===== config.mk =====
export PLATFORM = sky130hd
export DESIGN_NAME = mem_access_ctrl_flat
export DESIGN_NICKNAME = d
export VERILOG_FILES = /design/src/rtl/mem_ctrl_pkg.sv /design/src/rtl/mem_access_ctrl_if.sv /design/src/rtl/mem_access_ctrl.sv /design/src/flat_wrapper.sv
export SDC_FILE = /design/constraint.sdc
export NUM_CORES = 1
export LEC_CHECK = 0
export BUFFER_PORTS_ARGS = -buffer_cell sky130_fd_sc_hd__clkbuf_2
export CAP_MARGIN = 5
export CORE_ASPECT_RATIO = 1.75
export CORE_UTILIZATION = 40
export CTS_CLUSTER_DIAMETER = 120
export DETAILED_ROUTE_END_ITERATION = 16
export PLACE_DENSITY_LB_ADDON = 0.15
export SYNTH_ARGS = -nofsm -noshare
export SYNTH_HDL_FRONTEND = slang
export SYNTH_SLANG_ARGS = --single-unit

===== constraint.sdc =====
create_clock -name clk -period 5.2 [get_ports clk]
set_clock_uncertainty 0.05 [all_clocks]
set_input_delay 1.04 -clock clk [delete_from_list [all_inputs] [get_ports clk]]
set_output_delay 1.04 -clock clk [all_outputs]
set_load 0.03 [all_outputs]

===== src/rtl/mem_ctrl_pkg.sv =====
// mem_ctrl_pkg: shared types and defaults for the data-memory access controller.
package mem_ctrl_pkg;
    localparam int MEM_DEPTH    = 51200;
    localparam int MEM_ADDR_W   = 16;
    localparam int MEM_DATA_W   = 32;
    localparam int MEM_READ_LAT = 1;
    typedef enum logic [1:0] {IDLE, ISSUE, WAIT, RESP} state_t;
endpackage


===== src/rtl/mem_access_ctrl_if.sv =====
// mem_access_ctrl_if: request/response port plus single-port memory bus.
interface mem_access_ctrl_if
    import mem_ctrl_pkg::*;
#(
    parameter int ADDR_W = MEM_ADDR_W,
    parameter int DATA_W = MEM_DATA_W
);
    logic              req_valid;
    logic              req_ready;
    logic              req_wen;
    logic [ADDR_W-1:0] req_addr;
    logic [DATA_W-1:0] req_wdata;
    logic              resp_valid;
    logic [DATA_W-1:0] resp_rdata;
    logic              resp_err;
    logic              mem_en;
    logic              mem_wen;
    logic [ADDR_W-1:0] mem_addr;
    logic [DATA_W-1:0] mem_din;
    logic [DATA_W-1:0] mem_dout;
    modport master (
        input  req_valid, req_wen, req_addr, req_wdata, mem_dout,
        output req_ready, resp_valid, resp_rdata, resp_err,
        output mem_en, mem_wen, mem_addr, mem_din
    );
    modport slave (
        output req_valid, req_wen, req_addr, req_wdata, mem_dout,
        input  req_ready, resp_valid, resp_rdata, resp_err,
        input  mem_en, mem_wen, mem_addr, mem_din
    );
endinterface


===== src/rtl/mem_access_ctrl.sv =====
// mem_access_ctrl: one-at-a-time load/store initiator for a single-port data memory,
// with address range check and a read-latency wait before the response pulse.
module mem_access_ctrl
    import mem_ctrl_pkg::*;
#(
    parameter int ADDR_W   = MEM_ADDR_W,
    parameter int DATA_W   = MEM_DATA_W,
    parameter int DEPTH    = MEM_DEPTH,
    parameter int READ_LAT = MEM_READ_LAT
) (
    input logic clk,
    input logic rst,
    mem_access_ctrl_if.master bus
);
    localparam int CNT_W = $clog2(READ_LAT + 1);

    state_t            state, state_nxt;
    logic [CNT_W-1:0]  cnt, cnt_nxt;
    logic              wr, wr_nxt;
    logic              accept, legal;
    logic              mem_en_nxt, mem_wen_nxt, resp_valid_nxt, resp_err_nxt;
    logic [ADDR_W-1:0] mem_addr_nxt;
    logic [DATA_W-1:0] mem_din_nxt, resp_rdata_nxt;

    assign bus.req_ready = state == IDLE;
    assign accept        = bus.req_valid && bus.req_ready;
    assign legal         = bus.req_addr < ADDR_W'(DEPTH);

    always_ff @(posedge clk or posedge rst) begin
        if (rst) begin
            state          <= IDLE;
            cnt            <= '0;
            wr             <= 1'b0;
            bus.mem_en     <= 1'b0;
            bus.mem_wen    <= 1'b0;
            bus.mem_addr   <= '0;
            bus.mem_din    <= '0;
            bus.resp_valid <= 1'b0;
            bus.resp_rdata <= '0;
            bus.resp_err   <= 1'b0;
        end else begin
            state          <= state_nxt;
            cnt            <= cnt_nxt;
            wr             <= wr_nxt;
            bus.mem_en     <= mem_en_nxt;
            bus.mem_wen    <= mem_wen_nxt;
            bus.mem_addr   <= mem_addr_nxt;
            bus.mem_din    <= mem_din_nxt;
            bus.resp_valid <= resp_valid_nxt;
            bus.resp_rdata <= resp_rdata_nxt;
            bus.resp_err   <= resp_err_nxt;
        end
    end

    always_comb begin
        state_nxt = state;
        unique case (state)
            IDLE:    if (accept) state_nxt = legal ? ISSUE : RESP;
            ISSUE:   state_nxt = wr ? RESP : WAIT;
            WAIT:    if (cnt == '0) state_nxt = RESP;
            RESP:    state_nxt = IDLE;
            default: state_nxt = IDLE;
        endcase
    end

    // Outputs are registered, so this computes their values for the next cycle.
    always_comb begin
        mem_en_nxt     = accept && legal;
        mem_wen_nxt    = mem_en_nxt && bus.req_wen;
        mem_addr_nxt   = mem_en_nxt ? bus.req_addr : bus.mem_addr;
        mem_din_nxt    = mem_en_nxt ? bus.req_wdata : bus.mem_din;
        wr_nxt         = mem_en_nxt ? bus.req_wen : wr;
        cnt_nxt        = state == ISSUE ? CNT_W'(READ_LAT - 1)
                       : (state == WAIT && cnt != '0) ? cnt - 1'b1 : cnt;
        resp_valid_nxt = state_nxt == RESP;
        resp_err_nxt   = accept && !legal;
        resp_rdata_nxt = (state == WAIT && cnt == '0) ? bus.mem_dout : '0;
    end
endmodule


===== src/flat_wrapper.sv =====
// flat-port wrapper written by rule: the top's interface ports become plain ports
module mem_access_ctrl_flat import mem_ctrl_pkg::*;
#(
    parameter int ADDR_W   = MEM_ADDR_W,
    parameter int DATA_W   = MEM_DATA_W,
    parameter int DEPTH    = MEM_DEPTH,
    parameter int READ_LAT = MEM_READ_LAT
)
  (clk, rst, bus_req_valid, bus_req_wen, bus_req_addr, bus_req_wdata, bus_mem_dout, bus_req_ready, bus_resp_valid, bus_resp_rdata, bus_resp_err, bus_mem_en, bus_mem_wen, bus_mem_addr, bus_mem_din);
  mem_access_ctrl_if #(.ADDR_W(ADDR_W), .DATA_W(DATA_W)) bus_i ();
  input logic clk;
  input logic rst;
  input wire logic [$bits(bus_i.req_valid)-1:0] bus_req_valid;
  input wire logic [$bits(bus_i.req_wen)-1:0] bus_req_wen;
  input wire logic [$bits(bus_i.req_addr)-1:0] bus_req_addr;
  input wire logic [$bits(bus_i.req_wdata)-1:0] bus_req_wdata;
  input wire logic [$bits(bus_i.mem_dout)-1:0] bus_mem_dout;
  output wire logic [$bits(bus_i.req_ready)-1:0] bus_req_ready;
  output wire logic [$bits(bus_i.resp_valid)-1:0] bus_resp_valid;
  output wire logic [$bits(bus_i.resp_rdata)-1:0] bus_resp_rdata;
  output wire logic [$bits(bus_i.resp_err)-1:0] bus_resp_err;
  output wire logic [$bits(bus_i.mem_en)-1:0] bus_mem_en;
  output wire logic [$bits(bus_i.mem_wen)-1:0] bus_mem_wen;
  output wire logic [$bits(bus_i.mem_addr)-1:0] bus_mem_addr;
  output wire logic [$bits(bus_i.mem_din)-1:0] bus_mem_din;
  assign bus_i.req_valid = bus_req_valid;
  assign bus_i.req_wen = bus_req_wen;
  assign bus_i.req_addr = bus_req_addr;
  assign bus_i.req_wdata = bus_req_wdata;
  assign bus_i.mem_dout = bus_mem_dout;
  assign bus_req_ready = bus_i.req_ready;
  assign bus_resp_valid = bus_i.resp_valid;
  assign bus_resp_rdata = bus_i.resp_rdata;
  assign bus_resp_err = bus_i.resp_err;
  assign bus_mem_en = bus_i.mem_en;
  assign bus_mem_wen = bus_i.mem_wen;
  assign bus_mem_addr = bus_i.mem_addr;
  assign bus_mem_din = bus_i.mem_din;
  mem_access_ctrl #(.ADDR_W(ADDR_W), .DATA_W(DATA_W), .DEPTH(DEPTH), .READ_LAT(READ_LAT)) u_core (.clk(clk), .rst(rst), .bus(bus_i));
endmodule

# Word level (Yosys, flattened, before mapping)
# Cells that the tools add are included.
[op_classes]
add_sub_neg = 1
order_cmp = 1
eq_ne = 4
muxes = 8
n_bitwise = 1
reduce_logical = 9
[op_table]
columns = ["op", "n"]
rows = [
  ["two-way mux 32 bit", 1],
  ["< comparator 16 bit (second input constant)", 1],
  ["case mux 2 bit (4 select lines)", 1],
  ["== test 2 bit (second input constant)", 3],
  ["logical AND 1 bit", 6],
  ["two-way mux 2 bit", 3],
  ["two-way mux 1 bit", 3],
  ["== test 2 x 1 -> 1 bit (second input constant)", 1],
  ["logical NOT 2 bit", 1],
  ["nonzero test 2 bit", 1],
  ["logical NOT 1 bit", 1],
  ["inverter 1 bit", 1],
  ["subtractor 1 bit (second input constant)", 1],
]
[word_totals]
ff_bits = 88
in_bits = 84
out_inout_bits = 85
wordCells = 34

# Logic depth before layout (Yosys ltp)
[logic_depth]
depth_word = 5
ltp_mapped = 8
ltp_nobuf = 6

# Worst setup path after synthesis
# OpenSTA, ideal clock, no wires.
[synth_timing]
path_type = "input to register"
from = "input bus_req_addr[11]"
to = "register u_core.bus.mem_addr[0]"
setup_time_ns = 0.127
t_arrival_ns = 2.137
required_ns = 5.023
setup_slack_ns = 2.885
stages = 6
path_buffers = 2
path_cell_list = "o311ai_2 -> nand2_1 -> inv_2 -> buf_6 -> buf_6 -> mux2_1"
[synth_via]
elab_chain_cells = 2
[synth_rtl]
columns = ["item", "line_no", "source"]
rows = [
  ["start, declared", "flat_wrapper.sv:15", "input wire logic [$bits(bus_i.req_addr)-1:0] bus_req_addr;"],
  ["< comparator 16 bit", "mem_access_ctrl.sv:27", "assign legal = bus.req_addr < ADDR_W'(DEPTH);"],
  ["logical AND 1 bit", "mem_access_ctrl.sv:68", "mem_en_nxt = accept && legal;"],
  ["end signal, assigned", "mem_access_ctrl.sv:47", "bus.mem_addr <= mem_addr_nxt;"],
  ["end, declared", "mem_access_ctrl_if.sv:24", "output mem_en, mem_wen, mem_addr, mem_din"],
]
# Every way passes these cells.
# A chain may end at the register's enable or synchronous reset.

# Final worst setup path
[layout_timing]
from = "input bus_req_addr[11]"
to = "register u_core.bus.mem_din[1]"
[layout_via]
elab_chain_cells = 2
[layout_rtl]
columns = ["item", "line_no", "source"]
rows = [
  ["< comparator 16 bit", "mem_access_ctrl.sv:27", ""],
  ["logical AND 1 bit", "mem_access_ctrl.sv:68", ""],
  ["end signal, assigned", "mem_access_ctrl.sv:48", "bus.mem_din <= mem_din_nxt;"],
  ["end, declared", "mem_access_ctrl_if.sv:24", ""],
]
# Every way passes these cells.

==> impl_metrics.toml <==
[cts]
cts_root_buf = "clkbuf_16"
clockBufferDepth = 2
numCtsBuffers = 9
cts.sinks = 88
cts_tree = "done"
postCtsSetupBuffers = 0
path_clk_slew_ns = 0.06
cts.repair.resized = 0
cts-htree-levels = 3
insertion_delay_ns = 0.33
hold_buffers = 0

[cells_and_area]
drive_gt1_frac = 0.490
nNetsFinal = 467
fillers = 672
design_area_mm2 = 0.00441
syn2layout_area_growth_pct = 37.7
diodes = 0

[power_and_ir_drop]
combPwrFrac = 0.426
pwr-share-clk = 0.211
internal_power_mw = 1.76
ir_worst_vdd_mv = 0.268
switching_share = 0.416
p_leak_nw = 2.35
switchingPower_mw = 1.25
p_per_area_mw_per_mm2 = 683
pwr-share-seq = 0.363

[global_route]
grt_util_met2 = 0.275
grt_usage = 0.166
gr-usage-met1 = 0.190
grt_pass1_vias = 2203
grtUsageMet3 = 0.0475
antenna_found_initial = 0
grt_max_degree = 55
grt_pass1_wl_um = 10600
overflow = 0
top_usage_layer = "met2"

[sta]
drv_slew = 0
slew-limit-headroom = 0.324
rsz0062_at_grt = "no"
max_freq_mhz = 376
fin_crit_ns = 2.66
fin_ws_ns = 2.54
worst_slew_pin_slew_ns = 1.01
fin_crit_sh = 0.511
holdWs_ns = 0.432
setup_viol = 0
finalSetupTns_ns = 0
hold_violations = 0

[detailed_routing]
ant_nets = 0
drt_iter0_drc = 123
first_pass_iters = 2
drt-vias-per-instance = 4.63
vias = 2185
avgRoutedWirePerCell_um = 13.8
drc = 0
route.final.wire_length_um = 6500

[floorplan]
ios = 169
dieHeight_um = 120
core_mm2 = 0.00767
std_cell_rows = 42
start_util = 0.417
dieArea_mm2 = 0.00837
die_x_um = 69.6

[yosys]
netlist_area_mm2 = 0.00320
synth_commonest_cells = "dfrtp_1, mux2_1, and2_1, inv_1"
synth.top_cell.area_share = 0.688
synth-seq-cells = 88
syn_area_per_cell_um2 = 15.5
postSynthCellCount = 206
yosysMostFrequentCell = "dfrtp_1"
synthFlopType = "dfrtp_1"
synth.net_count = 294
yosys_warnings = 0
synth.area.top_cells = "dfrtp_1, mux2_1, and2_1"
synth_edf_count = 0
yosysSeqAreaShare = 0.688
yosysUniqueCellTypes = 22
yosysTopAreaCell = "dfrtp_1"
async_flop_share = 1.00

[setup_path]
r2r-start = "u_core.state[0]"
cp-start-kind = "primary input"
worstSetupEndpointType = "register"
cp_max_fo = 48
crit_type = "in -> reg"
worst-r2r-setup-slack_ns = 2.81
r2r_cells = 6
cp.required_ns = 5.36
crit_path_start = "bus_req_addr[11]"
worstPathArrival_ns = 2.81

[run]
drv_cap = 0

[place]
dpl-instance-area_mm2 = 0.00411
hpwl_um = 4880
place.gp.congestion = 0.731
numPortBuffers = 168
place_ws_ns = 2.18

[worst_hold_path]
hold_class = "reg -> reg"
min_from = "u_core.bus.mem_addr[9]"
min_path_cells = 1

[outcome]
status = "complete, no violations"
critical path: stages:
cell and delay [ns]:
clkbuf_2 0.10, o311ai_2 0.32, nand2_1 0.17, inv_2 0.76, mux2_1 0.39
cell families after synthesis:
logic type | share of synthesized area
buffers and inverters | 0.0258
adders and majority gates | 0.0156
AOI/OAI and AO/OA | 0.0278
muxes | 0.165
and+or+nand+nor | 0.0770
DFF | 0.688
sequential cells by signal (all words and copies together), names as in the netlist, 2 cells and up:
register	flops
u_core.bus.mem_addr	16
u_core.bus.mem_din	32
u_core.bus.resp_rdata	32
u_core.state	2
cell type report:
class                      count  area (µm²)  share of cell area
sequential                    88        2200               0.500
multi-input combinational    104         915               0.208
timing repair buffer         170         856               0.194
clock buffer                  11         243              0.0551
tap                           88         110              0.0250
clock inverter                 5        56.3              0.0128
inverter                       6        23.8             0.00540
worst paths after layout:
path / end
max: u_core.bus.mem_din[1]
max reg2reg: u_core.bus.mem_din[1]
max in group asynchronous: u_core.bus.resp_rdata[8]
min reg2reg: u_core.bus.mem_addr[9]
min: u_core.bus.mem_addr[9]
min in group asynchronous: u_core.bus.mem_din[28]
power by group through the flow:
stage               registers (mW)  logic (mW)  clock network, mW
floorplan                     1.65       0.356                  0
global placement              1.10        1.29                  0
detailed placement            1.11        1.30                  0
CTS                           1.10        1.31              0.655
global route                  1.13        1.38              0.685
finish                        1.09        1.28              0.636
metrics by stage:
stage / instances / util / power (mW)
after CTS: 472 / 0.574 / 3.06
after global placement: 456 / 0.535 / 2.39
final: 472 / 0.574 / 3.01
after global routing: 472 / 0.574 / 3.19
after detailed placement: 456 / 0.535 / 2.41
after floorplan: 206 / - / 2.01
metal layers:
| layer | vias up | wire [µm] |
|---|---|---|
| met1 | 1052 | 2450 |
| li1 | 1030 | - |
| met5 | - | 0 |
| met4 | 0 | 152 |
| met2 | 92 | 3450 |
| met3 | 11 | 441 |
cells in the final DEF (no fill, tap or decap), types with 2 or more instances in the layout:
cell,count
mux2_1,47
nand2_1,3
buf_4,2
dfrtp_1,88
ha_1,4
clkbuf_16,9
and2_1,33
inv_1,4
a211oi_1,2
nor2_1,4
o21ai_1,2
clkinv_2,3
clkbuf_2,168
(Power assumes the default switching activity.)
